$ cat config.mk
export PLATFORM = sky130hd
export DESIGN_NAME = alu_arbiter
export DESIGN_NICKNAME = d
export VERILOG_FILES = /design/src/rtl/alu_arbiter.sv
export SDC_FILE = /design/constraint.sdc
export NUM_CORES = 1
export LEC_CHECK = 0
export CORE_UTILIZATION = 43
export DETAILED_ROUTE_END_ITERATION = 8
export GPL_ROUTABILITY_DRIVEN = 0
export PLACE_DENSITY = 0.86
export RECOVER_POWER = 50
export SYNTH_ARGS = -nofsm -noshare
export SYNTH_HDL_FRONTEND = slang
export SYNTH_SLANG_ARGS = --single-unit
$ cat constraint.sdc
create_clock -name clk -period 5 [get_ports clk]
set_clock_uncertainty 0.1 [all_clocks]
set_input_delay 0.5 -clock clk [delete_from_list [all_inputs] [get_ports clk]]
set_output_delay 0.5 -clock clk [all_outputs]
set_load 0.02 [all_outputs]
$ cat src/rtl/alu_arbiter.sv
// Two-requester arbiter in front of a single shared ALU: round-robin on ties,
// one operation in flight, result held for the owner until it is accepted.
package alu_arbiter_pkg;

  typedef enum logic [3:0] {
    kNOP  = 4'd0,
    kADDU = 4'd1,
    kSUBU = 4'd2,
    kXOR  = 4'd3,
    kAND  = 4'd4,
    kOR   = 4'd5,
    kBEQZ = 4'd6,
    kBNEZ = 4'd7
  } alu_opcode_e;

  typedef struct packed {
    alu_opcode_e opcode;
  } instruction_s;

endpackage

// state | meaning
// IDLE  | nothing in flight, arbitrate every cycle
// EXEC  | operands driven to the ALU, counter runs down to capture
// RESP  | result held for the owner; arbitrate on the owner's handshake
module alu_arbiter
  import alu_arbiter_pkg::*;
#(
  parameter int unsigned EXEC_CYCLES = 1
) (
  input  logic               clk,
  input  logic               n_reset,
  input  logic [1:0]         req_valid_i,
  output logic [1:0]         req_ready_o,
  input  logic [1:0][31:0]   req_rd_i,
  input  logic [1:0][31:0]   req_rs_i,
  input  instruction_s [1:0] req_op_i,
  output logic [31:0]        alu_rd_o,
  output logic [31:0]        alu_rs_o,
  output instruction_s       alu_op_o,
  input  logic [31:0]        alu_result_i,
  input  logic               alu_jump_now_i,
  output logic [1:0]         rsp_valid_o,
  input  logic [1:0]         rsp_ready_i,
  output logic [31:0]        rsp_result_o,
  output logic               rsp_jump_o,
  output logic               busy_o
);

  typedef enum logic [1:0] {
    S_IDLE = 2'd0,
    S_EXEC = 2'd1,
    S_RESP = 2'd2
  } state_e;

  localparam logic [3:0] CNT_LOAD = 4'(EXEC_CYCLES - 1);

  state_e       state, state_d;
  logic         last_grant;
  logic         owner;
  logic [3:0]   cnt;
  logic [31:0]  opnd_rd, opnd_rs;
  instruction_s opnd_op;
  logic [31:0]  res_result;
  logic         res_jump;

  logic grant;
  logic rsp_hs;
  logic arb_en;
  logic accept;

  always_comb begin
    grant   = req_valid_i[1];
    if (&req_valid_i) grant = ~last_grant;
    rsp_hs  = (state == S_RESP) && rsp_ready_i[owner];
    // gating with n_reset keeps the combinational ready low while in reset
    arb_en  = n_reset && ((state == S_IDLE) || rsp_hs);
    accept  = arb_en && (|req_valid_i);

    req_ready_o = 2'b00;
    if (accept) req_ready_o[grant] = 1'b1;

    state_d = state;
    case (state)
      S_IDLE: if (accept) state_d = S_EXEC;
      S_EXEC: if (cnt == 4'd0) state_d = S_RESP;
      S_RESP: if (rsp_hs) state_d = accept ? S_EXEC : S_IDLE;
      default: state_d = S_IDLE;
    endcase
  end

  always_ff @(posedge clk or negedge n_reset) begin
    if (!n_reset) begin
      state      <= S_IDLE;
      last_grant <= 1'b1;
      owner      <= 1'b0;
      cnt        <= 4'd0;
      opnd_rd    <= '0;
      opnd_rs    <= '0;
      opnd_op    <= '0;
      res_result <= '0;
      res_jump   <= 1'b0;
    end else begin
      state <= state_d;
      if (accept) begin
        opnd_rd    <= req_rd_i[grant];
        opnd_rs    <= req_rs_i[grant];
        opnd_op    <= req_op_i[grant];
        owner      <= grant;
        last_grant <= grant;
        cnt        <= CNT_LOAD;
      end else if (state == S_EXEC) begin
        if (cnt == 4'd0) begin
          res_result <= alu_result_i;
          res_jump   <= alu_jump_now_i;
        end else begin
          cnt <= cnt - 4'd1;
        end
      end
    end
  end

  always_comb begin
    alu_rd_o = '0;
    alu_rs_o = '0;
    alu_op_o = '0;
    if (state == S_EXEC) begin
      alu_rd_o = opnd_rd;
      alu_rs_o = opnd_rs;
      alu_op_o = opnd_op;
    end
    rsp_valid_o = 2'b00;
    if (state == S_RESP) rsp_valid_o[owner] = 1'b1;
  end

  assign rsp_result_o = res_result;
  assign rsp_jump_o   = res_jump;
  assign busy_o       = (state != S_IDLE);

endmodule

==> summary.md, run 1 <==
| Metric | Value |
|---|---|
| Number of DRC markers in iteration 0 | 110 |
| Synth Area in XOR/XNOR | 0 |
| Hold path endpoint | opnd_rs[1] |
| Reg2reg end | rsp_result_o[1] |
| Post-cts sizing count | 0 |
| Die Width | 115 um |
| Adder-cell area share of the yosys netlist | 0.00229 |
| Total power | 0.00452 W |
| Pin count of the biggest net entering global routing | 82 |
| Asr flop ratio synth | 1.00 |
| WHS Path Cells | 1 |
| Row cnt | 40 |
| Post-synthesis cell area | roughly 5500 um^2 |
| Via-to-Cell Ratio | 4.98 |
| Failing checks | capacitance limit, slew limit |
| Reg-to-reg setup timing slack | 2.10 ns |
| Reg2reg path depth | 4 |
| Leakage | ~3.5 nW |
| Pre-CTS setup slack | about 1.7 ns |
| Final setup fails | 0 |
| Fin. Hold Viols | 0 |
| Max-Cap Viols | 2 |
| Initial Utilization | 0.448 |
| Ant diodes | 0 |
| GRT Overall Usage | 0.223 |
| Non-filler cells, final | 853 |
| # DRC | 0 |
| Port Buffers | 280 |
| Initial antenna violation count | 0 |
| Final Max Tran Viols | 116 |
| R2R Path Start | state[1] |
| Root buffer cell | clkbuf_16 |
| # hold bufs at CTS | 1 |
| Synth Area in Simple Gates | 0.0977 |
| Top FF cell, synth | dfrtp_1 |
| Power per cell area | roughly 520 nW/um^2 |
| Post-route clock period utilization | 0.680 |
| # clock sinks | 109 |
| Worst VDD drop | 0.000260 V |
| RSZ-0062 raised after global routing | no |
| Syn Nets | 588 |
| Vias in the first global route | 4582 |
| DRT Pass-1 Iters | 4 |
| HP Class | reg2reg |
| H-tree Lvls | 3 |
| Fraction of layout instances using a drive strength above 1 | 0.253 |
| #FFs+latches synth | 109 |
| Dpl cells | about 840 |
| Average instance area after synthesis | 13.3 um^2 |
| Synthesis Warnings | 0 |
| Rel. slew slack | -0.345 |
| GRT Residual Overflow | 0 |
| Final setup margin | 1.60 ns |
| Wire per inst | around 17 um |
| Layout area overhead | 58.2% |
| Crit path capture type | output pin |
| Via Count | between 4000 and 5000 |
| Worst Tran Pin Value | 2.02 ns |
| Max Buffers Root-to-Sink | 2 |
| CTS tree | done |
| Clk Latency, worst-skew pair | 0.34 ns |
| Mux cell area share after synthesis | 0.354 |
| Core Region | 12200 um^2 |
| Largest family of logic cells by synthesized area | multiplexers |
| EDFF count, synth | 0 |
| Post-synthesis sequential area ratio | 0.499 |
| Synth cell types | 29 |
| First-pass GRT wire length | 22500 um |
| Remaining antenna violation count | 0 |
| Total die area | 13200 um^2 |
| Layout Nets | roughly 860 |
| Max Fclk | 294 MHz |
| TritonCTS buffer count | 9 |
| Minimum clock period | 3.40 ns |
| CTS clk-pin slew, worst paths | 0.07 ns |
| Mapped Cells | 412 |
| Min-delay src | opnd_rs[1] |
| WL final | 14600 um |
| Maximum fanout along the worst path | 30 |
| Setup crit start kind | input pin |
| Critical Path RT | 4.40 ns |
| Post-CTS setup buffer count | 0 |
| Post-DP HPWL | 10900 um |
| Die Ht | 115 um |
| Worst EP arrival | 2.80 ns |
| Compound-Gate Fraction of Synth Area | 0.0158 |
| Io pins | 281 |
| Outcome | complete, but fails checks |
| WS Path Type | in2out |
| Setup_tns | 0 ns |
stage by stage:
| stage | hold WS [ns] | util | area, um^2 |
|---|---|---|---|
| after floorplan | 0.104 | - | 5470 |
| after global placement | 0.339 | 0.686 | 8380 |
| after detailed placement | 0.342 | 0.686 | 8380 |
| after CTS | 0.384 | 0.709 | 8660 |
| after global routing | 0.403 | 0.709 | 8650 |
| final | 0.379 | 0.709 | 8650 |
cells by family (layout without fill, tap and decap cells):
kind of cell	after synthesis	after routing
muxes	172	172
DFF	109	109
and+or+nand+nor	87	87
buffers and inverters	32	305
AOI/OAI and AO/OA	11	11
adders and majority gates	1	1
synth_stat cells (2+ instances only):
master / n / share of area
mux2_2: 149 / 0.31
dfrtp_1: 108 / 0.49
and2_1: 69 / 0.079
mux2_1: 22 / 0.045
clkbuf_1: 14 / 0.0096
buf_2: 6 / 0.0055
buf_6: 5 / 0.010
inv_1: 5 / 0.0034
a21oi_1: 4 / 0.0037
nor2_1: 4 / 0.0027
nand2b_1: 3 / 0.0034
o21ai_0: 3 / 0.0027
buf_4: 2 / 0.0027
nor2b_1: 2 / 0.0023
or3_1: 2 / 0.0023
critical path, stage by stage:
cell             delay [ns]
dlygate4sd3_1          0.54
buf_4                  0.34
inv_1                  0.13
a2111oi_4              0.46
nor2b_1                0.19
clkdlybuf4s50_1        0.62
sequential cells by signal, indices dropped and copies added (netlist names):
| signal | flops |
|---|---|
| last_grant | 1 |
| state | 2 |
| cnt | 4 |
| owner | 1 |
| rsp_jump_o | 1 |
| rsp_result_o | 32 |
| opnd_rd | 32 |
| opnd_rs | 32 |
| opnd_op | 4 |
worst max-delay path by stage:
| stage | startpoint | end | slack, ns | depth (start not counted) |
|---|---|---|---|---|
| finish | n_reset | req_ready_o[0] | 1.60 | 6 |
| CTS | n_reset | req_ready_o[0] | 1.57 | 6 |
| global placement | req_valid_i[1] | opnd_rd[26] | 1.82 | 5 |
| floorplan | rsp_ready_i[1] | req_ready_o[0] | 2.65 | 5 |
| global route | n_reset | req_ready_o[0] | 1.40 | 6 |
| detailed placement | req_valid_i[1] | opnd_rd[28] | 1.74 | 5 |
final cells by class:
type	count	area [um^2]
sequential	109	2730
fill	902	3560
inverter	5	18.8
tap	168	210
timing repair buffer	285	2830
clock buffer	9	225
multi-input combinational	271	2590
clock inverter	6	48.8
report_power, final:
part           leakage (nW)  internal [W]  switching (W)
Combinational          2.06       0.00125        0.00106
Sequential             1.28       0.00133       0.000223
Clock                 0.124      0.000339       0.000325
metal layers:
layer | GRT usage | part of all wire
met1 | 0.236 | 0.36
met2 | 0.421 | 0.54
met5 | 0 | 0
met3 | 0.0453 | 0.072
met4 | 0.109 | 0.032
cells in the final DEF (no fill, tap or decap), drive strengths merged, types with 2 or more instances in the layout:
cell type	synthesis	routed
nor2	4	4
clkinvlp	0	3
nand2b	3	3
dlygate4sd3	0	36
o21ai	3	3
mux2	171	171
clkdlybuf4s50	0	244
and2	69	69
nor2b	2	2
or3	2	2
dfrtp	108	108
clkbuf	14	11
a21oi	4	4
buf	13	3
inv	5	6
clkinv	0	2
No activity file was read; power rests on OpenSTA's default activity.
==> run 2: changes to the inputs <==
--- a/config.mk
+++ b/config.mk
@@ -5,10 +5,10 @@
 export SDC_FILE = /design/constraint.sdc
 export NUM_CORES = 1
 export LEC_CHECK = 0
-export CORE_UTILIZATION = 43
+export CORE_UTILIZATION = 40
 export DETAILED_ROUTE_END_ITERATION = 8
 export GPL_ROUTABILITY_DRIVEN = 0
-export PLACE_DENSITY = 0.86
+export PLACE_DENSITY = 0.81
 export RECOVER_POWER = 50
 export SYNTH_ARGS = -nofsm -noshare
 export SYNTH_HDL_FRONTEND = slang
==> constraint.sdc (replaced) <==
create_clock -name clk -period 3.2 [get_ports clk]
set_clock_uncertainty 0.1 [all_clocks]
set_input_delay 0.32 -clock clk [delete_from_list [all_inputs] [get_ports clk]]
set_output_delay 0.32 -clock clk [all_outputs]
set_load 0.02 [all_outputs]
==> summary.md, run 2 (synthesized netlist as in run 1, its figures left out) <==
| Metric | Value |
|---|---|
| Critical Path RT | 2.78 ns (was 4.40 ns) |
| Commonest non-fill, non-tap cell in the layout | clkdlybuf4s50_1 (unchanged) |
| Total power | 0.00708 W (was 0.00452 W) |
| # hold bufs at CTS | 1 (unchanged) |
| Comb pwr share | 0.512 (was 0.510) |
| Minimum clock period | 2.90 ns |
| # DRC | 0 (unchanged) |
| Layout Nets | 861 (was 857) |
| Row cnt | 42 (was 40) |
| Number of DRC markers in iteration 0 | 80 (was 110) |
| Most frequent cells in the layout | 244 x clkdlybuf4s50_1, 149 x mux2_2, 108 x dfrtp_1 (unchanged) |
| Total die area | 14100 um^2 (was 13200 um^2) |
| Initial antenna violation count | 0 (unchanged) |
| Crit path max-delay cell type | clkdlybuf4s50_1 (unchanged) |
| WL final | 14300 um (was 14600 um) |
| Clock power share | 0.148 (was 0.147) |
| Setup_tns | 0 ns (unchanged) |
| Final Max Tran Viols | 0 (was 116) |
| Power per cell area | 814 nW/um^2 (was 523 nW/um^2) |
| Max Fclk | 344 MHz |
| Worst EP arrival | 2.48 ns (was 2.80 ns) |
| Max incr delay on CP | 0.62 ns (about the same) |
| H-tree Lvls | 3 (unchanged) |
| Root buffer cell | clkbuf_16 (unchanged) |
| Reg-to-reg setup timing slack | 0.57 ns (was 2.10 ns) |
| DRT met1 WL | 5380 um (was 5250 um) |
| Post-route clock period utilization | 0.908 |
| CTS clk-pin slew, worst paths | 0.07 ns (about the same) |
| Clk Latency, worst-skew pair | 0.35 ns (was 0.34 ns) |
| Setup crit start kind | flop (was input pin) |
| GRT Overall Usage | 0.208 (was 0.223) |
| CP cell instances | nor2b_4 > buf_4 > and2_1 > clkdlybuf4s50_1 (was dlygate4sd3_1 > buf_4 > inv_1 > a2111oi_4 > nor2b_1 > clkdlybuf4s50_1) |
| Layout area overhead | 59.1% (was 58.2%) |
| GRT Residual Overflow | 0 (unchanged) |
| Switching pwr | 0.00250 W (was 0.00161 W) |
| Final setup fails | 0 (unchanged) |
| First-pass GRT wire length | 22800 um (was 22500 um) |
| Post-cts sizing count | 0 (unchanged) |
| Io pins | 281 (unchanged) |
| Int Pwr | 0.00457 W (was 0.00292 W) |
| Die Ht | 119 um (was 115 um) |
| Highest routed layer | met4 (unchanged) |
| Net Sw Frac | 0.354 (was 0.355) |
| Wire per inst | 16.5 um (was 17.2 um) |
| RSZ-0062 raised after global routing | no (unchanged) |
| Initial Utilization | 0.411 (was 0.448) |
| CTS tree | done (unchanged) |
| Rel. slew slack | 0.322 (was -0.345) |
| HP Class | reg2reg (unchanged) |
| Met3 wire length | 945 um (was 1050 um) |
| Via-to-Cell Ratio | 4.83 (was 4.98) |
| Worst Tran Pin Value | 1.02 ns (was 2.02 ns) |
| Worst VDD drop | 0.000452 V (was 0.000260 V) |
| Vias in the first global route | 4446 (was 4582) |
| Remaining antenna violation count | 0 (unchanged) |
| Fraction of layout instances using a drive strength above 1 | 0.258 (was 0.253) |
| Post-CTS setup buffer count | 0 (unchanged) |
| Core Region | 13300 um^2 (was 12200 um^2) |
| # clock sinks | 109 (unchanged) |
| Max Buffers Root-to-Sink | 2 (unchanged) |
| Max-Cap Viols | 0 (was 2) |
| Via Count | 4184 (was 4251) |
| Die Width | 119 um (was 115 um) |
| Ant diodes | 0 (unchanged) |
| Pin count of the biggest net entering global routing | 76 (was 82) |
| Leakage | 3.49 nW (was 3.47 nW) |
| TritonCTS buffer count | 9 (unchanged) |
| DRT Pass-1 Iters | 4 (unchanged) |
| Fin. Hold Viols | 0 (unchanged) |
| Maximum fanout along the worst path | 30 (unchanged) |
| Outcome | finished, final reports clean (was complete, but fails checks) |
| WS Path Type | reg2out (was in2out) |
| Crit path capture type | output pin (unchanged) |
| Met2 wire len | 7630 um (was 7870 um) |
| Port Buffers | 280 (unchanged) |
| Flop pwr share | 0.341 (was 0.344) |
| Post-DP HPWL | 10800 um (was 10900 um) |
-- run 2: power groups by stage --
stage	registers, W	logic, W	clock network [W]
after floorplan	0.00262	0.00193	0
after global placement	0.00241	0.00367	0
after detailed placement	0.00245	0.00375	0
after CTS	0.00243	0.00377	0.00109
after global routing	0.00251	0.00387	0.00113
final	0.00241	0.00362	0.00105
-- run 2: per-stage QoR --
stage / worst slack [ns] / hold WS [ns] / util / instance area [um^2] / std cells
floorplan: 1.07 / -0.0756 / - / 5470 / 412
global placement: 0.540 / 0.294 / 0.634 / 8430 / 849
detailed placement: 0.515 / 0.297 / 0.634 / 8430 / 849
CTS: 0.207 / 0.383 / 0.656 / 8720 / 866
global route: 0.114 / 0.403 / 0.654 / 8700 / 866
finish: 0.296 / 0.379 / 0.654 / 8700 / 866
-- run 2: final timing paths --
check / from / to / cells past startpoint
max: state[0] / alu_rd_o[14] / 4
min: opnd_rs[2] / opnd_rs[2] / 1
max reg2reg: owner / opnd_rd[14] / 4
min reg2reg: opnd_rs[2] / opnd_rs[2] / 1
max in group asynchronous: n_reset / opnd_rs[8] / 4
min in group asynchronous: n_reset / opnd_rd[2] / 3
-- run 2: routing by layer --
| layer | vias to the layer above | GRT usage |
|---|---|---|
| met5 | - | 0 |
| met4 | 0 | 0.0831 |
| met3 | 23 | 0.0536 |
| met2 | 166 | 0.385 |
| met1 | 2026 | 0.226 |
| li1 | 1969 | - |
-- run 2: final cells by class --
| cell class | count | area (um^2) |
|---|---|---|
| fill | 1011 | 4590 |
| timing repair buffer | 289 | 2870 |
| sequential | 109 | 2730 |
| multi-input combinational | 271 | 2590 |
| clock buffer | 10 | 229 |
| tap | 176 | 220 |
| clock inverter | 6 | 48.8 |
| inverter | 5 | 18.8 |
-- run 2: worst max-delay path, delay by kind of cell, from the launching register on --
kind                   cells  cell delay (ns)
and+or+nand+nor            2             0.71
buffers and inverters      2             0.95
DFF                        1             0.47
